$ cat src/rtl/uart_pkg.sv
// Register map, STATUS bit layout and TX frame states for the UART peripheral.
// Shared with the TX peripheral now and an RX block later.
package uart_pkg;

    localparam logic [1:0] UART_OFS_DATA   = 2'd0;
    localparam logic [1:0] UART_OFS_STATUS = 2'd1;
    localparam logic [1:0] UART_OFS_DIV    = 2'd2;

    localparam int UART_ST_FULL   = 0;
    localparam int UART_ST_BUSY   = 1;
    localparam int UART_ST_EMPTY  = 2;
    localparam int UART_ST_PARITY = 3;

    typedef enum logic [2:0] {
        TX_IDLE,
        TX_START,
        TX_DATA,
        TX_PARITY,
        TX_STOP
    } tx_state_t;

    function automatic logic [31:0] status_word(input logic full, input logic busy,
                                                input logic empty, input logic parity);
        logic [31:0] w;
        w                 = '0;
        w[UART_ST_FULL]   = full;
        w[UART_ST_BUSY]   = busy;
        w[UART_ST_EMPTY]  = empty;
        w[UART_ST_PARITY] = parity;
        return w;
    endfunction

endpackage

$ cat src/rtl/uart_fifo.sv
// Synchronous FIFO with extra-MSB pointers; pop data is valid whenever not empty.
// One-cycle push-to-visible latency; pushes while full and pops while empty are dropped.
module uart_fifo #(
    parameter int DEPTH = 16,
    parameter int WIDTH = 8
) (
    input  logic             clk,
    input  logic             rst,
    input  logic             i_push,
    input  logic [WIDTH-1:0] i_din,
    input  logic             i_pop,
    output logic             o_full,
    output logic             o_empty,
    output logic [WIDTH-1:0] o_dout
);
    localparam int AW = $clog2(DEPTH);

    logic [WIDTH-1:0] r_mem [DEPTH];
    logic [AW:0]      r_wr_ptr;
    logic [AW:0]      r_rd_ptr;
    logic             w_push_ok;
    logic             w_pop_ok;

    // Flags come only from registered pointers, so a push into a full FIFO waits a cycle even if a pop frees a slot.
    assign o_full    = (r_wr_ptr[AW] != r_rd_ptr[AW]) && (r_wr_ptr[AW-1:0] == r_rd_ptr[AW-1:0]);
    assign o_empty   = (r_wr_ptr == r_rd_ptr);
    assign o_dout    = r_mem[r_rd_ptr[AW-1:0]];
    assign w_push_ok = i_push && !o_full;
    assign w_pop_ok  = i_pop && !o_empty;

    always_ff @(posedge clk) begin
        if (w_push_ok) begin
            r_mem[r_wr_ptr[AW-1:0]] <= i_din;
        end
    end

    always_ff @(posedge clk) begin
        if (rst) begin
            r_wr_ptr <= '0;
            r_rd_ptr <= '0;
        end else begin
            if (w_push_ok) r_wr_ptr <= r_wr_ptr + 1'b1;
            if (w_pop_ok)  r_rd_ptr <= r_rd_ptr + 1'b1;
        end
    end

endmodule

$ cat src/rtl/uart_tx_periph.sv
// picorv32-bus UART transmitter (DATA/STATUS/DIV regs, FIFO, 8N1; 8E1 when UART_TX_PARITY_EN is defined).
// mem_ready is a registered single-cycle pulse one cycle after select; DATA writes stall while the FIFO is full.
module uart_tx_periph
    import uart_pkg::*;
#(
    parameter logic [31:0] BASE_ADDR  = 32'h2000_0000,
    parameter int          FIFO_DEPTH = 16,
    parameter logic [15:0] DIV_RESET  = 16'd867
) (
    input  logic        clk,
    input  logic        rst,
    input  logic        mem_valid,
    output logic        mem_ready,
    input  logic [31:0] mem_addr,
    input  logic [31:0] mem_wdata,
    input  logic [3:0]  mem_wstrb,
    output logic [31:0] mem_rdata,
    output logic        uart_txd
);
`ifdef UART_TX_PARITY_EN
    localparam logic PARITY_PRESENT = 1'b1;
`else
    localparam logic PARITY_PRESENT = 1'b0;
`endif

    logic        w_sel;
    logic        w_is_wr;
    logic        w_push_req;
    logic        w_accept;
    logic        w_push;
    logic        w_pop;
    logic        w_full;
    logic        w_empty;
    logic        w_busy;
    logic        w_bit_end;
    logic [1:0]  w_ofs;
    logic [7:0]  w_fifo_dout;
    logic [31:0] w_rd_word;
    logic        w_unused;

    logic        r_ready;
    logic [31:0] r_rdata;
    logic [15:0] r_div;
    tx_state_t   r_state;
    logic [7:0]  r_shift;
    logic [15:0] r_bit_div;
    logic [15:0] r_cnt;
    logic [2:0]  r_bit_idx;
    logic        r_txd;
`ifdef UART_TX_PARITY_EN
    logic        r_parity;
`endif

    assign w_sel      = mem_valid && (mem_addr[31:4] == BASE_ADDR[31:4]);
    assign w_ofs      = mem_addr[3:2];
    assign w_is_wr    = |mem_wstrb;
    assign w_push_req = w_sel && w_is_wr && (w_ofs == UART_OFS_DATA) && mem_wstrb[0];
    // The !r_ready term blocks a second accept while the core is still dropping mem_valid.
    assign w_accept   = w_sel && !r_ready && !(w_push_req && w_full);
    assign w_push     = w_accept && w_push_req;
    assign w_busy     = (r_state != TX_IDLE) || !w_empty;
    assign w_bit_end  = (r_cnt == r_bit_div);
    assign w_pop      = !w_empty && ((r_state == TX_IDLE) || ((r_state == TX_STOP) && w_bit_end));
    assign w_unused   = &{1'b0, mem_addr[1:0], mem_wdata[31:16], mem_wstrb[3:2]};

    assign mem_ready  = r_ready;
    assign mem_rdata  = r_rdata;
    assign uart_txd   = r_txd;

    always_comb begin
        w_rd_word = '0;
        case (w_ofs)
            UART_OFS_STATUS: w_rd_word = status_word(w_full, w_busy, w_empty, PARITY_PRESENT);
            UART_OFS_DIV:    w_rd_word = {16'h0000, r_div};
            default:         w_rd_word = '0;
        endcase
    end

    uart_fifo #(
        .DEPTH (FIFO_DEPTH),
        .WIDTH (8)
    ) u_tx_fifo (
        .clk     (clk),
        .rst     (rst),
        .i_push  (w_push),
        .i_din   (mem_wdata[7:0]),
        .i_pop   (w_pop),
        .o_full  (w_full),
        .o_empty (w_empty),
        .o_dout  (w_fifo_dout)
    );

    always_ff @(posedge clk) begin
        if (rst) begin
            r_ready <= 1'b0;
            r_rdata <= '0;
            r_div   <= DIV_RESET;
        end else begin
            r_ready <= w_accept;
            r_rdata <= (w_accept && !w_is_wr) ? w_rd_word : 32'h0;
            if (w_accept && w_is_wr && (w_ofs == UART_OFS_DIV)) begin
                if (mem_wstrb[0]) r_div[7:0]  <= mem_wdata[7:0];
                if (mem_wstrb[1]) r_div[15:8] <= mem_wdata[15:8];
            end
        end
    end

    always_ff @(posedge clk) begin
        if (rst) begin
            r_state   <= TX_IDLE;
            r_txd     <= 1'b1;
            r_shift   <= '0;
            r_bit_div <= '0;
            r_cnt     <= '0;
            r_bit_idx <= '0;
`ifdef UART_TX_PARITY_EN
            r_parity  <= 1'b0;
`endif
        end else if (w_pop) begin
            // Loading from IDLE or straight out of STOP; DIV is sampled once per frame here.
            r_state   <= TX_START;
            r_txd     <= 1'b0;
            r_shift   <= w_fifo_dout;
            r_bit_div <= r_div;
            r_cnt     <= '0;
            r_bit_idx <= '0;
`ifdef UART_TX_PARITY_EN
            r_parity  <= ^w_fifo_dout;
`endif
        end else begin
            case (r_state)
                TX_IDLE: begin
                    r_txd <= 1'b1;
                end
                TX_START: begin
                    if (w_bit_end) begin
                        r_cnt   <= '0;
                        r_state <= TX_DATA;
                        r_txd   <= r_shift[0];
                    end else begin
                        r_cnt <= r_cnt + 16'd1;
                    end
                end
                TX_DATA: begin
                    if (w_bit_end) begin
                        r_cnt <= '0;
                        if (r_bit_idx == 3'd7) begin
`ifdef UART_TX_PARITY_EN
                            r_state <= TX_PARITY;
                            r_txd   <= r_parity;
`else
                            r_state <= TX_STOP;
                            r_txd   <= 1'b1;
`endif
                        end else begin
                            r_bit_idx <= r_bit_idx + 3'd1;
                            r_shift   <= {1'b0, r_shift[7:1]};
                            r_txd     <= r_shift[1];
                        end
                    end else begin
                        r_cnt <= r_cnt + 16'd1;
                    end
                end
`ifdef UART_TX_PARITY_EN
                TX_PARITY: begin
                    if (w_bit_end) begin
                        r_cnt   <= '0;
                        r_state <= TX_STOP;
                        r_txd   <= 1'b1;
                    end else begin
                        r_cnt <= r_cnt + 16'd1;
                    end
                end
`endif
                TX_STOP: begin
                    if (w_bit_end) begin
                        r_cnt   <= '0;
                        r_state <= TX_IDLE;
                        r_txd   <= 1'b1;
                    end else begin
                        r_cnt <= r_cnt + 16'd1;
                    end
                end
                default: begin
                    r_state <= TX_IDLE;
                    r_txd   <= 1'b1;
                end
            endcase
        end
    end

endmodule

$ cat config.mk
export PLATFORM = sky130hd
export DESIGN_NAME = uart_tx_periph
export DESIGN_NICKNAME = d
export VERILOG_FILES = /design/src/rtl/uart_pkg.sv /design/src/rtl/uart_fifo.sv /design/src/rtl/uart_tx_periph.sv
export SDC_FILE = /design/constraint.sdc
export NUM_CORES = 1
export LEC_CHECK = 0
export CORE_AREA = 2 2 138 140
export CTS_CLUSTER_SIZE = 24
export DETAILED_ROUTE_END_ITERATION = 16
export DIE_AREA = 0 0 140 142
export PLACE_DENSITY = 0.79
export SLEW_MARGIN = 20
export SYNTH_ARGS = -nofsm -noshare
export SYNTH_HDL_FRONTEND = slang
export SYNTH_SLANG_ARGS = --single-unit
$ cat constraint.sdc
create_clock -name clk -period 2.6 [get_ports clk]
set_input_delay 0.65 -clock clk [delete_from_list [all_inputs] [get_ports clk]]
set_output_delay 0.65 -clock clk [all_outputs]
set_load 0.05 [all_outputs]
Yosys cells after proc, flatten, opt, wreduce, memory -nomap -nowiden
Memories as Yosys holds them, arrays and structs flattened. A register that Yosys moved wholly into a read port is not among the register bits.
Cells that the tools add are included.
- register bits: 106
- memory bits (writable): 128
- input port bits: 71
- logic and storage cells: 103
- memories: 1
- memory list (memory ; depth ; bits a word ; rd ports ; clocked after Yosys merged registers in ; write ports ; RTL line ; source):
    u_tx_fifo.r_mem ; 16 ; 8 ; 1 ; 1 ; 1 ; uart_fifo.sv:18 ; logic [WIDTH-1:0] r_mem [DEPTH];
- add/subtract/negate cells: 4
- eq/ne operators: 21
- mux-type cells: 22
- bitwise logic cells: 3
- reduce and logical (&&, ||, !) cells: 39
- operator list (operator ; number):
    8-bit two-way mux ; 4
    16-bit case mux with 2 select lines ; 1
    28-bit by 26-bit == test with 1-bit output (second input constant) ; 1
    16-bit by 1-bit adder with 16-bit output (second input constant) ; 1
    16-bit == test ; 1
    1-bit logical AND ; 16
    16-bit two-way mux ; 1
    3-bit two-way mux ; 4
    3-bit by 2-bit != test with 1-bit output (second input constant) ; 4
    3-bit case mux with 4 select lines ; 1
    5-bit by 1-bit adder with 5-bit output (second input constant) ; 2
    5-bit AND reduction ; 2
    3-bit AND reduction ; 3
    1-bit two-way mux ; 8
    4-bit two-way mux ; 2
    2-bit != test (second input constant) ; 4
    3-bit == test (second input constant) ; 2
    5-bit == test ; 1
    1-bit logical NOT ; 5
    4-bit == test ; 1
    2-bit by 1-bit != test with 1-bit output (second input constant) ; 2
    2-bit AND reduction ; 2
    2-bit nonzero test ; 2
    2-bit OR reduction ; 2
    14 further kinds ; 17

Longest topological paths before layout
Gate-level depths: netlist (run 1).
- depth in word-level cells: 12
- mapped depth: 8
- depth with buffers taken out: 6

Cells and area by module
A second synthesis (run 1) with hierarchy kept.
- cell total of the unflattened synthesis: 693
- area total of the unflattened synthesis: 9643.0 um^2
- modules (own cells, without submodules) (module ; instances ; cells an instance ; area an instance (um^2) ; sequential area each (um^2)):
    uart_fifo ; 1 ; 279 ; 5840.6 ; 4124.0
    uart_tx_periph ; 1 ; 414 ; 3802.4 ; 1601.5

Worst setup path after synthesis (run 1)
No wires, ideal clock.
- path kind: input to register
- start: input mem_addr[4]
- end: memory u_tx_fifo.r_mem[0][0] (enable)
- arrival time: 2365 ps
- data required time: 2217 ps
- setup slack: -149 ps
- stages: 5
- path through: nor4_1 > nand4_1 > a2111oi_4 > nand2_1 > nor3_1
- longest elaborated chain between the ends: 12
- RTL lines (what ; RTL line ; source):
    from (decl) ; uart_tx_periph.sv:14 ; input logic [31:0] mem_addr,
    28-bit by 26-bit == test with 1-bit output (*) ; uart_tx_periph.sv:54 ; assign w_sel = mem_valid && (mem_addr[31:4] == BASE_ADDR[31:4]);
    1-bit logical AND (*) ; uart_tx_periph.sv:54 ;
    1-bit logical AND (3 in series) ; uart_tx_periph.sv:57 ; assign w_push_req = w_sel && w_is_wr && (w_ofs == UART_OFS_DATA) && mem_wstrb[0];
    1-bit logical AND ; uart_tx_periph.sv:59 ; assign w_accept = w_sel && !r_ready && !(w_push_req && w_full);
    1-bit logical NOT ; uart_tx_periph.sv:59 ;
    1-bit logical AND ; uart_tx_periph.sv:59 ;
    1-bit logical AND (*) ; uart_tx_periph.sv:60 ; assign w_push = w_accept && w_push_req;
    1-bit logical AND (*) ; uart_fifo.sv:28 ; assign w_push_ok = i_push && !o_full;
    1-bit two-way mux (*) ; uart_fifo.sv:32 ; if (w_push_ok) begin
    1-bit two-way mux (not written as such) (*) ; uart_fifo.sv:33 ; r_mem[r_wr_ptr[AW-1:0]] <= i_din;
    to (decl) ; uart_fifo.sv:18 ;
Mark *: on every way between the ends. The rest lies on a longest branch, timed or not.

Worst setup path in the final report (run 1)
- start: input mem_valid
- end: memory u_tx_fifo.r_mem[2][2] (enable)
- longest elaborated chain between the ends: 11
- RTL lines (what ; RTL line ; source):
    from (decl) ; uart_tx_periph.sv:12 ; input logic mem_valid,
    1-bit logical AND (*) ; uart_tx_periph.sv:54 ;
    1-bit logical AND (3 in series) ; uart_tx_periph.sv:57 ;
    1-bit logical AND ; uart_tx_periph.sv:59 ;
    1-bit logical NOT ; uart_tx_periph.sv:59 ;
    1-bit logical AND ; uart_tx_periph.sv:59 ;
    1-bit logical AND (*) ; uart_tx_periph.sv:60 ;
    1-bit logical AND (*) ; uart_fifo.sv:28 ;
    1-bit two-way mux (*) ; uart_fifo.sv:32 ;
    1-bit two-way mux (not written as such) (*) ; uart_fifo.sv:33 ;
Marks and branches as above.

==> run_summary.xml, run 1 <==
<?xml version="1.0" encoding="UTF-8"?>
<metrics>
  <group name="hold_path">
    <metric name="number_of_cells_on_the_worst_hold_path" unit="">2</metric>
    <metric name="hold_path_class" unit="">flop to flop</metric>
  </group>
  <group name="timing">
    <metric name="finalCritPeriodShare" unit="%">96.8</metric>
    <metric name="worst-slew-pin-transition" unit="ps">760</metric>
    <metric name="maxClockFrequency" unit="MHz">397</metric>
    <metric name="hold_violations" unit="">0</metric>
    <metric name="slew_headroom" unit="%">49.2</metric>
    <metric name="grt_setup_unrepaired" unit="">true</metric>
    <metric name="finClkSkew" unit="ps">24.6</metric>
    <metric name="report.final.slew_viol_count" unit="">0</metric>
    <metric name="setup_viol" unit="">0</metric>
    <metric name="post-route-min-period" unit="ps">2520</metric>
  </group>
  <group name="critical_path">
    <metric name="worstPathRequired" unit="ps">2830</metric>
    <metric name="path_cells" unit="">clkdlybuf4s50_1 -&gt; nor4bb_2 -&gt; nand4_1 -&gt; a2111oi_4 -&gt; nand2_1 -&gt; nor3_1 -&gt; buf_4</metric>
    <metric name="ff2ff_path_depth" unit="">6</metric>
    <metric name="criticalPathCategory" unit="">input pin to flop</metric>
    <metric name="critPathArrivalTime" unit="ps">2750</metric>
    <metric name="critPathMaxStageDelay" unit="ps">450</metric>
    <metric name="worst_setup_path_end_kind" unit="">flop</metric>
    <metric name="slowest_stage" unit="">sky130_fd_sc_hd__clkdlybuf4s50_1</metric>
    <metric name="start_kind" unit="">input pin</metric>
    <metric name="crit_path_max_fanout" unit="">8</metric>
  </group>
  <group name="grt">
    <metric name="antenna_found_initial" unit="">0</metric>
    <metric name="first_global_vias" unit="">6111</metric>
    <metric name="maximum_number_of_pins_on_one_net_before_global_route_repair" unit="">32</metric>
    <metric name="grt_util_all_layers" unit="%">20.6</metric>
    <metric name="grt_overflow_total" unit="">0</metric>
    <metric name="global_route_wire_length_before_repair" unit="mm">32.3</metric>
  </group>
  <group name="clock_tree">
    <metric name="h-tree-depth" unit="">1</metric>
    <metric name="worstSkewPairLatency" unit="ps">530</metric>
    <metric name="clock_tree.root_cell" unit="">sky130_fd_sc_hd__clkbuf_16</metric>
    <metric name="cts_made_buffers" unit="">23</metric>
    <metric name="ctsLongestPathBuffers" unit="">3</metric>
    <metric name="clock_transition_at_path_regs" unit="ps">60</metric>
    <metric name="cts_sinks" unit="">222</metric>
    <metric name="cts_tree" unit="">yes</metric>
    <metric name="post_cts_hold_buffer_count" unit="">0</metric>
  </group>
  <group name="floorplanning">
    <metric name="number_of_placement_rows" unit="">50</metric>
    <metric name="die-width" unit="µm">140</metric>
    <metric name="floorplan.die.height" unit="µm">142</metric>
    <metric name="start_util" unit="%">50.3</metric>
    <metric name="fp.dieArea" unit="mm²">0.0199</metric>
    <metric name="i_o_pin_total" unit="">105</metric>
    <metric name="core_region_area" unit="mm²">0.0185</metric>
  </group>
  <group name="layout">
    <metric name="nets" unit="">912</metric>
    <metric name="areaGrowthSynthToFinish" unit="%">21.9</metric>
    <metric name="seqCellArea" unit="mm²">0.00573</metric>
    <metric name="share_of_post_route_cells_with_drive_strength_above_1" unit="%">16.6</metric>
    <metric name="multi_input_area" unit="mm²">0.00333</metric>
    <metric name="finalInstanceArea" unit="mm²">0.0113</metric>
    <metric name="final.fill_count" unit="">1373</metric>
    <metric name="finish.cell_count_without_fillers" unit="">1081</metric>
    <metric name="diodes" unit="">0</metric>
  </group>
  <group name="placement">
    <metric name="globalplace.congestion" unit="">0.860</metric>
    <metric name="numPortBuffers" unit="">70</metric>
    <metric name="place_area" unit="mm²">0.0105</metric>
    <metric name="post-dp-hpwl" unit="mm">14.1</metric>
    <metric name="placed_cells_incl_taps" unit="">1038</metric>
  </group>
  <group name="detailed_routing">
    <metric name="postRouteWirelength" unit="mm">20.7</metric>
    <metric name="route.detailed.drc" unit="">1</metric>
    <metric name="num_vias" unit="">6279</metric>
    <metric name="postRouteAntennaNets" unit="">0</metric>
    <metric name="post_drt_via_cell_ratio" unit="">5.81</metric>
    <metric name="detail_route.first_pass.iterations" unit="">13</metric>
    <metric name="drt_first_iter_violations" unit="">513</metric>
    <metric name="drt-wirelength-per-cell" unit="µm">19.2</metric>
  </group>
  <group name="synth">
    <metric name="synth_area_leader_cell" unit="">sky130_fd_sc_hd__edfxtp_1</metric>
    <metric name="dominant_cells_by_area_after_synthesis" unit="">sky130_fd_sc_hd__edfxtp_1, sky130_fd_sc_hd__dfxtp_1, sky130_fd_sc_hd__mux4_2</metric>
    <metric name="seq_area_frac_synth" unit="%">61.7</metric>
    <metric name="synth-simple-area-share" unit="%">11.1</metric>
    <metric name="synth_xor_xnor_area_share" unit="%">3.59</metric>
    <metric name="ys_seq_elements" unit="">222</metric>
    <metric name="largest_family_of_logic_cells_by_synthesized_area" unit="">simple AND/OR/NAND/NOR gates</metric>
    <metric name="synth-adder-area-share" unit="%">1.48</metric>
    <metric name="combined_area_of_all_synthesized_cells" unit="mm²">0.00928</metric>
    <metric name="multiplexer_area_fraction_after_synthesis" unit="%">8.77</metric>
    <metric name="synth_top_area_share" unit="%">41.4</metric>
    <metric name="synth-warning-count" unit="">0</metric>
    <metric name="synth_cells" unit="">725</metric>
    <metric name="synth.avg_cell_area" unit="µm²">12.8</metric>
    <metric name="top_flip_flop_cell_by_instance_count_after_synthesis" unit="">sky130_fd_sc_hd__edfxtp_1</metric>
    <metric name="ys_types" unit="">53</metric>
    <metric name="synth_async_sr_flop_share" unit="%">0</metric>
    <metric name="synth_enable_flop_cells" unit="">128</metric>
    <metric name="synth_compound_area_share" unit="%">9.45</metric>
  </group>
  <group name="outcome">
    <metric name="run_status" unit="">finished, violations left</metric>
    <metric name="violations" unit="">design-rule violations</metric>
  </group>
  <group name="power">
    <metric name="vdd.ir_drop.worst" unit="µV">592</metric>
    <metric name="power.density_cell_area" unit="mW/mm²">813</metric>
    <metric name="totalPowerFinal" unit="mW">9.20</metric>
    <metric name="power.static_leakage" unit="nW">3.72</metric>
  </group>
  <group name="run">
    <metric name="maxcap_viol_count" unit="">0</metric>
  </group>
</metrics>
==> final timing paths <==
kind	from	to	slack, ps
max	mem_valid	u_tx_fifo.r_mem[2][2]	80
min	r_shift[7]	r_shift[6]	480
max reg2reg	u_tx_fifo.r_wr_ptr[3]	u_tx_fifo.r_mem[2][2]	240
min reg2reg	r_shift[7]	r_shift[6]	480
==> Yosys cell counts, types with 4 or more instances <==
cell and count:
sky130_fd_sc_hd__inv_1 16, sky130_fd_sc_hd__a21oi_1 44, sky130_fd_sc_hd__mux2i_1 7, sky130_fd_sc_hd__dfxtp_1 94, sky130_fd_sc_hd__nand3_1 44, sky130_fd_sc_hd__a22oi_1 15
sky130_fd_sc_hd__ha_1 11, sky130_fd_sc_hd__buf_2 7, sky130_fd_sc_hd__o221ai_1 8, sky130_fd_sc_hd__nand2_1 27, sky130_fd_sc_hd__or3_1 4, sky130_fd_sc_hd__edfxtp_1 128
sky130_fd_sc_hd__nor4_1 10, sky130_fd_sc_hd__clkbuf_1 32, sky130_fd_sc_hd__and2_1 15, sky130_fd_sc_hd__a31oi_1 8, sky130_fd_sc_hd__o31ai_1 13, sky130_fd_sc_hd__xor2_1 5
sky130_fd_sc_hd__o21ai_0 26, sky130_fd_sc_hd__xnor2_1 33, sky130_fd_sc_hd__nor2_1 53, sky130_fd_sc_hd__or4_1 5, sky130_fd_sc_hd__mux4_2 32, sky130_fd_sc_hd__nor3_1 12
sky130_fd_sc_hd__buf_4 17, sky130_fd_sc_hd__nand4_1 19
==> through the flow <==
| step | setup WS [ps] | util (%) | setup TNS, ps | hold slack (ps) |
|---|---|---|---|---|
| 5_1_grt | -101 | 61.3 | -3630 | 502 |
| 2_1_floorplan | -147 | - | -2350 | 447 |
| 6_report | 81.9 | 61.3 | 0 | 477 |
| 4_1_cts | 43.7 | 61.1 | 0 | 477 |
| 3_5_place_dp | -546 | 56.8 | -65750 | 474 |
| 3_3_place_gp | -429 | 56.8 | -53350 | 465 |
==> timing repair <==
action,CTS,global route
endpoints found under the setup margin,16,128
pin swaps,0,1
gates resized for setup,1,5
setup buffers,0,1
==> critical path, delay by kind of cell <==
kind | cells | cell delay [ps]
buf+inv | 2 | 670
simple gates | 4 | 990
compound gates | 1 | 430
==> registers in the layout, indices dropped and copies added, names as in the netlist, named ones only <==
signal              count
r_bit_div              16
r_div                  16
r_cnt                  16
mem_ready               1
r_bit_idx               3
r_state                 3
u_tx_fifo.r_rd_ptr      5
mem_rdata              16
uart_txd                1
u_tx_fifo.r_mem       128
r_shift                 8
u_tx_fifo.r_wr_ptr      5
==> where the power goes <==
group | total (mW) | switching [mW] | internal [mW]
logic | 1.86 | 1.12 | 0.742
clock network | 3.38 | 1.34 | 2.03
registers | 3.96 | 0.141 | 3.82
==> cell families after synthesis <==
family | Yosys count
buffers and inverters | 75
flip-flops | 222
multiplexers | 41
other | 1
AND/OR/NAND/NOR | 203
adder cells (fa/ha/maj) | 11
XOR/XNOR | 38
AO/OA/AOI/OAI | 134
==> cells in the final DEF (no fill, tap or decap), drive strengths merged, types with 11 or more instances in the layout <==
| master | n |
|---|---|
| a21oi | 44 |
| a22oi | 15 |
| and2 | 15 |
| buf | 55 |
| clkbuf | 26 |
| clkdlybuf4s50 | 69 |
| conb | 16 |
| dfxtp | 94 |
| edfxtp | 128 |
| ha | 11 |
| inv | 17 |
| mux4 | 32 |
| nand2 | 27 |
| nand3 | 44 |
| nand4 | 19 |
| nor2 | 53 |
| nor3 | 12 |
| o21ai | 27 |
| o31ai | 13 |
| xnor2 | 33 |
==> layer usage <==
| metal | track usage [%] | share of wire, % | up-vias |
|---|---|---|---|
| met4 | 6.01 | 2.7 | 0 |
| li1 | - | - | 2930 |
| met5 | 0 | 0 | - |
| met3 | 2.93 | 5.3 | 40 |
| met2 | 35.4 | 50 | 203 |
| met1 | 27.6 | 42 | 3106 |
==> layout make-up <==
cell class              count  area share (%)
repair buffers            124            9.95
clock inverters            16            1.70
flip-flops and latches    222            50.6
multi-input cells         443            29.4
inverters                  16           0.531
well taps                 234            2.59
clock buffers              26            5.19
No activity file was read; power rests on OpenSTA's default activity.
==> run 2: changes to the inputs <==
Settings changed: CORE_AREA 2 2 138 140 to 2 2 179 181, DIE_AREA 0 0 140 142 to 0 0 181 183, PLACE_DENSITY 0.79 to 0.52.
==> run_summary.xml, run 2 (synthesis results as in run 1) <==
<?xml version="1.0" encoding="UTF-8"?>
<metrics>
  <group name="grt">
    <metric name="maximum_number_of_pins_on_one_net_before_global_route_repair" unit="">32</metric>
    <metric name="grt_overflow_total" unit="">0</metric>
    <metric name="first_global_vias" unit="">5923</metric>
    <metric name="grt_util_all_layers" unit="%">13.1</metric>
    <metric name="global_route_wire_length_before_repair" unit="mm">34.0</metric>
    <metric name="antenna_found_initial" unit="">0</metric>
  </group>
  <group name="detailed_routing">
    <metric name="wl_met2" unit="mm">10.6</metric>
    <metric name="postRouteWirelength" unit="mm">22.1</metric>
    <metric name="drt-wirelength-per-cell" unit="µm">17.5</metric>
    <metric name="maxUsedRoutingLayer" unit="">met4</metric>
    <metric name="drt_first_iter_violations" unit="">367</metric>
    <metric name="detail_route.first_pass.iterations" unit="">4</metric>
    <metric name="route.detailed.drc" unit="">0</metric>
    <metric name="met3_length" unit="µm">842</metric>
    <metric name="met1Wirelength" unit="mm">10.1</metric>
    <metric name="postRouteAntennaNets" unit="">0</metric>
    <metric name="num_vias" unit="">6021</metric>
    <metric name="post_drt_via_cell_ratio" unit="">4.77</metric>
  </group>
  <group name="layout">
    <metric name="layout.cells.most_common_list" unit="">sky130_fd_sc_hd__edfxtp_1, sky130_fd_sc_hd__dfxtp_1, sky130_fd_sc_hd__clkdlybuf4s50_1, sky130_fd_sc_hd__buf_4, sky130_fd_sc_hd__nor2_1</metric>
    <metric name="max_ffs_per_register" unit="">128</metric>
    <metric name="nets" unit="">925</metric>
    <metric name="areaGrowthSynthToFinish" unit="%">24.8</metric>
    <metric name="layout_commonest_cell" unit="">sky130_fd_sc_hd__edfxtp_1</metric>
    <metric name="share_of_post_route_cells_with_drive_strength_above_1" unit="%">17.2</metric>
    <metric name="post-route-util" unit="%">37.1</metric>
    <metric name="multi_input_area" unit="mm²">0.00331</metric>
    <metric name="diodes" unit="">0</metric>
    <metric name="seqCellArea" unit="mm²">0.00573</metric>
    <metric name="final.fill_count" unit="">3073</metric>
  </group>
  <group name="placement">
    <metric name="globalplace.congestion" unit="">0.759</metric>
    <metric name="numPortBuffers" unit="">70</metric>
    <metric name="post-dp-hpwl" unit="mm">15.4</metric>
  </group>
  <group name="floorplanning">
    <metric name="floorplan.die.height" unit="µm">183</metric>
    <metric name="number_of_placement_rows" unit="">65</metric>
    <metric name="core_region_area" unit="mm²">0.0312</metric>
    <metric name="start_util" unit="%">29.7</metric>
    <metric name="die-width" unit="µm">181</metric>
    <metric name="i_o_pin_total" unit="">105</metric>
    <metric name="fp.dieArea" unit="mm²">0.0331</metric>
  </group>
  <group name="timing">
    <metric name="setup_viol" unit="">0</metric>
    <metric name="hold_violations" unit="">0</metric>
    <metric name="post-route-min-period" unit="ps">2450</metric>
    <metric name="maxClockFrequency" unit="MHz">409</metric>
    <metric name="report.final.slew_viol_count" unit="">0</metric>
    <metric name="finalCritPeriodShare" unit="%">94.1</metric>
    <metric name="finClkSkew" unit="ps">11.5</metric>
    <metric name="grt_setup_unrepaired" unit="">false</metric>
    <metric name="worst-slew-pin-transition" unit="ps">696</metric>
    <metric name="slew_headroom" unit="%">53.4</metric>
    <metric name="timing.hold.ws" unit="ps">478</metric>
  </group>
  <group name="critical_path">
    <metric name="critPathArrivalTime" unit="ps">2680</metric>
    <metric name="worst_setup_path_end_kind" unit="">flop</metric>
    <metric name="critPathBufInv" unit="">4</metric>
    <metric name="start_kind" unit="">input pin</metric>
    <metric name="path_cells" unit="">clkdlybuf4s50_1 -&gt; nor4_1 -&gt; buf_4 -&gt; nand4_1 -&gt; a2111oi_4 -&gt; buf_4 -&gt; nand2_1 -&gt; nor3_1 -&gt; buf_4</metric>
    <metric name="slowest_stage" unit="">sky130_fd_sc_hd__clkdlybuf4s50_1</metric>
    <metric name="crit_path_max_fanout" unit="">8</metric>
    <metric name="critical_path.startpoint" unit="">mem_addr[5]</metric>
    <metric name="cpLargestDelayFamily" unit="">buffers and inverters</metric>
    <metric name="r2r-end" unit="">r_state[2]</metric>
    <metric name="r2r_start" unit="">r_cnt[7]</metric>
    <metric name="crit_top_cell" unit="">sky130_fd_sc_hd__buf_4</metric>
    <metric name="worstSetupEndpoint" unit="">u_tx_fifo.r_mem[2][1]</metric>
    <metric name="criticalPathCategory" unit="">input pin to flop</metric>
    <metric name="worst-path-stages" unit="">9</metric>
    <metric name="worstPathRequired" unit="ps">2840</metric>
    <metric name="critPathMaxStageDelay" unit="ps">400</metric>
    <metric name="ff2ff_setup_slack" unit="ps">290</metric>
    <metric name="ff2ff_path_depth" unit="">7</metric>
  </group>
  <group name="power">
    <metric name="power.static_leakage" unit="nW">3.77</metric>
    <metric name="power.density_cell_area" unit="mW/mm²">796</metric>
    <metric name="vdd.ir_drop.worst" unit="µV">493</metric>
  </group>
  <group name="clock_tree">
    <metric name="ctsLongestPathBuffers" unit="">3</metric>
    <metric name="clock_tree.root_cell" unit="">sky130_fd_sc_hd__clkbuf_16</metric>
    <metric name="worstSkewPairLatency" unit="ps">530</metric>
    <metric name="h-tree-depth" unit="">1</metric>
    <metric name="cts_made_buffers" unit="">25</metric>
    <metric name="post_cts_hold_buffer_count" unit="">0</metric>
    <metric name="cts_sinks" unit="">222</metric>
    <metric name="clock_transition_at_path_regs" unit="ps">60</metric>
    <metric name="cts_tree" unit="">yes</metric>
  </group>
  <group name="outcome">
    <metric name="run_status" unit="">finished, final reports clean</metric>
  </group>
  <group name="run">
    <metric name="maxcap_viol_count" unit="">0</metric>
  </group>
  <group name="hold_path">
    <metric name="hold_path_class" unit="">flop to flop</metric>
  </group>
</metrics>
## run 2: changes by cell type in the layout (fill, tap and decap cells not counted), sizes merged
cell      change
buf          +11
bufinv        -3
clkbuf        +9
clkinv        -4
clkinvlp      -1
## run 2: final cells by class
type	instances	share of cell area, %
clock buffers	35	5.99
well taps	402	4.34
inverters	16	0.519
flip-flops and latches	222	49.5
clock inverters	8	0.670
repair buffers	135	10.4
multi-input cells	443	28.6
## run 2: metal layers
layer | track usage [%] | up-vias
li1 | - | 2955
met1 | 18.0 | 2931
met2 | 21.8 | 102
met3 | 1.81 | 33
met4 | 3.58 | 0
met5 | 0 | -
## run 2: through the flow
step                setup slack (ps)  setup TNS, ps  instances  total power, mW  area [µm²]
finish                           155              0       1261             9.21       11600
detailed placement              -447         -54720       1217             5.97       10800
global route                    3.82              0       1261             9.67       11600
CTS                              106              0       1260             9.35       11600
global placement                -426         -54010       1217             5.97       10800
floorplan                       -147          -2350        740             5.30        9340
## run 2: worst min path at each step
stage                             from            to  slack (ps)  depth (start not counted)
after floorplan               r_div[2]  mem_rdata[2]         450                          2
after global placement    r_bit_idx[1]  r_bit_idx[1]         460                          2
after detailed placement  r_bit_idx[1]  r_bit_idx[1]         470                          2
after CTS                 r_bit_idx[1]  r_bit_idx[1]         480                          2
after global routing               rst  r_bit_div[0]         500                          2
final                       r_shift[5]    r_shift[4]         480                          2
## run 2: worst min-delay path, stage by stage (launching register included)
cell                      delay, ps
sky130_fd_sc_hd__dfxtp_1        310
sky130_fd_sc_hd__nand3_1         60
sky130_fd_sc_hd__a31oi_1         70
## run 2: repair_timing
action | CTS | global route
setup buffers | 0 | 1
hold endpoints to repair | 0 | 0
gates resized for setup | 0 | 3
endpoints found under the setup margin | 0 | 27
## run 2: power by group
group | total, mW | internal [mW] | switching, mW
clock network | 3.33 | 1.96 | 1.37
registers | 3.96 | 3.82 | 0.143
logic | 1.92 | 0.789 | 1.13
==> run 3: changes to the inputs <==
Settings changed: CTS_CLUSTER_DIAMETER set to 100.
==> run_summary.xml, run 3 (synthesis results as in run 1) <==
<?xml version="1.0" encoding="UTF-8"?>
<metrics>
  <group name="hold_path">
    <metric name="number_of_cells_on_the_worst_hold_path" unit="">2</metric>
    <metric name="hold_path_class" unit="">flop to flop</metric>
  </group>
  <group name="critical_path">
    <metric name="critPathMaxStageDelay" unit="ps">410</metric>
    <metric name="critPathBufInv" unit="">3</metric>
    <metric name="ff2ff_setup_slack" unit="ps">290</metric>
    <metric name="worst_setup_path_end_kind" unit="">flop</metric>
    <metric name="crit_path_max_fanout" unit="">8</metric>
    <metric name="worstPathRequired" unit="ps">2790</metric>
    <metric name="cpLargestDelayFamily" unit="">simple AND/OR/NAND/NOR gates</metric>
    <metric name="start_kind" unit="">input pin</metric>
    <metric name="worst-path-stages" unit="">8</metric>
    <metric name="criticalPathCategory" unit="">input pin to flop</metric>
    <metric name="slowest_stage" unit="">sky130_fd_sc_hd__clkdlybuf4s50_1</metric>
    <metric name="ff2ff_path_depth" unit="">7</metric>
    <metric name="crit_top_cell" unit="">sky130_fd_sc_hd__buf_4</metric>
    <metric name="path_cells" unit="">clkdlybuf4s50_1 -&gt; nor4_2 -&gt; nand4_1 -&gt; a2111oi_4 -&gt; buf_4 -&gt; nand2_1 -&gt; nor2_1 -&gt; buf_4</metric>
    <metric name="critPathArrivalTime" unit="ps">2630</metric>
  </group>
  <group name="floorplanning">
    <metric name="number_of_placement_rows" unit="">65</metric>
    <metric name="floorplan.die.height" unit="µm">183</metric>
    <metric name="die-width" unit="µm">181</metric>
    <metric name="i_o_pin_total" unit="">105</metric>
    <metric name="start_util" unit="%">29.7</metric>
    <metric name="core_region_area" unit="mm²">0.0312</metric>
    <metric name="fp.dieArea" unit="mm²">0.0331</metric>
  </group>
  <group name="grt">
    <metric name="maximum_number_of_pins_on_one_net_before_global_route_repair" unit="">32</metric>
    <metric name="grt_util_all_layers" unit="%">12.8</metric>
    <metric name="first_global_vias" unit="">5808</metric>
    <metric name="grt_overflow_total" unit="">0</metric>
    <metric name="global_route_wire_length_before_repair" unit="mm">33.2</metric>
    <metric name="antenna_found_initial" unit="">0</metric>
  </group>
  <group name="placement">
    <metric name="numPortBuffers" unit="">70</metric>
    <metric name="globalplace.congestion" unit="">0.759</metric>
    <metric name="place_area" unit="mm²">0.0108</metric>
    <metric name="placed_cells_incl_taps" unit="">1217</metric>
    <metric name="post-dp-hpwl" unit="mm">15.4</metric>
  </group>
  <group name="timing">
    <metric name="slew_headroom" unit="%">55.0</metric>
    <metric name="post-route-min-period" unit="ps">2450</metric>
    <metric name="total_negative_setup_slacks" unit="ps">0</metric>
    <metric name="finalCritPeriodShare" unit="%">94.1</metric>
    <metric name="hold_violations" unit="">0</metric>
    <metric name="worst-slew-pin-transition" unit="ps">674</metric>
    <metric name="finClkSkew" unit="ps">18.1</metric>
    <metric name="report.final.slew_viol_count" unit="">0</metric>
    <metric name="setup_viol" unit="">0</metric>
    <metric name="maxClockFrequency" unit="MHz">409</metric>
    <metric name="grt_setup_unrepaired" unit="">false</metric>
  </group>
  <group name="clock_tree">
    <metric name="clock_tree.root_cell" unit="">sky130_fd_sc_hd__clkbuf_16</metric>
    <metric name="worstSkewPairLatency" unit="ps">480</metric>
    <metric name="cts_tree" unit="">yes</metric>
    <metric name="h-tree-depth" unit="">1</metric>
    <metric name="cts_sinks" unit="">222</metric>
    <metric name="cts_made_buffers" unit="">13</metric>
    <metric name="clock_transition_at_path_regs" unit="ps">90</metric>
    <metric name="ctsLongestPathBuffers" unit="">3</metric>
  </group>
  <group name="detailed_routing">
    <metric name="num_vias" unit="">5951</metric>
    <metric name="route.detailed.drc" unit="">0</metric>
    <metric name="detail_route.first_pass.iterations" unit="">5</metric>
    <metric name="post_drt_via_cell_ratio" unit="">4.80</metric>
    <metric name="postRouteAntennaNets" unit="">0</metric>
    <metric name="postRouteWirelength" unit="mm">21.7</metric>
    <metric name="drt-wirelength-per-cell" unit="µm">17.5</metric>
    <metric name="drt_first_iter_violations" unit="">387</metric>
  </group>
  <group name="layout">
    <metric name="diodes" unit="">0</metric>
    <metric name="finish.cell_count_without_fillers" unit="">1239</metric>
    <metric name="max_ffs_per_register" unit="">128</metric>
    <metric name="areaGrowthSynthToFinish" unit="%">20.7</metric>
    <metric name="finalInstanceArea" unit="mm²">0.0112</metric>
    <metric name="share_of_post_route_cells_with_drive_strength_above_1" unit="%">16.0</metric>
    <metric name="layout_commonest_cell" unit="">sky130_fd_sc_hd__edfxtp_1</metric>
    <metric name="nets" unit="">914</metric>
    <metric name="layout.cells.most_common_list" unit="">sky130_fd_sc_hd__edfxtp_1, sky130_fd_sc_hd__dfxtp_1, sky130_fd_sc_hd__clkdlybuf4s50_1, sky130_fd_sc_hd__buf_4, sky130_fd_sc_hd__nor2_1</metric>
  </group>
  <group name="run">
    <metric name="maxcap_viol_count" unit="">0</metric>
  </group>
  <group name="power">
    <metric name="totalPowerFinal" unit="mW">7.95</metric>
    <metric name="power.static_leakage" unit="nW">3.58</metric>
    <metric name="power.density_cell_area" unit="mW/mm²">710</metric>
    <metric name="vdd.ir_drop.worst" unit="µV">487</metric>
  </group>
  <group name="outcome">
    <metric name="run_status" unit="">finished, final reports clean</metric>
  </group>
</metrics>
-- run 3: cell count changes in the layout (fill, tap and decap cells not counted), moves of 2 or more --
cell	before	now
sky130_fd_sc_hd__clkbuf_16	25	13
sky130_fd_sc_hd__clkinv_1	2	0
sky130_fd_sc_hd__nor3_1	10	8
sky130_fd_sc_hd__clkbuf_1	7	4
sky130_fd_sc_hd__clkbuf_8	3	0
sky130_fd_sc_hd__clkinv_2	4	1
sky130_fd_sc_hd__nor3_2	2	4
-- run 3: final timing paths --
path                startpoint                      to
setup / recovery  mem_addr[15]  u_tx_fifo.r_mem[12][2]
hold / removal    r_bit_idx[1]            r_bit_idx[1]
setup reg to reg     r_cnt[10]              r_state[2]
hold reg to reg   r_bit_idx[1]            r_bit_idx[1]
-- run 3: layer usage --
| metal | up-vias | global-route usage (%) | wire, µm |
|---|---|---|---|
| met5 | - | 0 | 0 |
| met4 | 0 | 2.89 | 326 |
| met3 | 25 | 1.43 | 692 |
| met2 | 98 | 21.6 | 10500 |
| met1 | 2912 | 17.8 | 10100 |
| li1 | 2916 | - | - |
-- run 3: layout make-up --
class,count,area [µm²]
repair buffers,136,1220
inverters,16,60.1
clock buffers,17,340
flip-flops and latches,222,5730
multi-input cells,443,3320
fillers,3097,20000
well taps,402,503
clock inverters,3,25.0
-- run 3: worst reg2reg max path: cells and delay by family, from the launching register on --
family,cells,cell delay [ps]
AND/OR/NAND/NOR,2,350
XOR/XNOR,1,140
flip-flops,1,430
buffers and inverters,2,450
AO/OA/AOI/OAI,2,820
-- run 3: through the flow --
step	utilization [%]	setup WS, ps	hold slack, ps
detailed placement	34.5	-447	472
CTS	35.7	41.9	487
global route	35.8	2.60	512
global placement	34.5	-426	463
finish	35.8	154	483
floorplan	-	-147	447
-- run 3: timing repair --
action	in CTS	in global routing
endpoints found under the setup margin	0	96
hold buffers	0	0
setup buffers	0	2
resized for setup	0	6
-- run 3: report_power, final --
group / switching (mW) / internal (mW)
combinational: 1.13 / 0.789
clock: 1.13 / 0.946
sequential: 0.144 / 3.81
total: 2.40 / 5.55
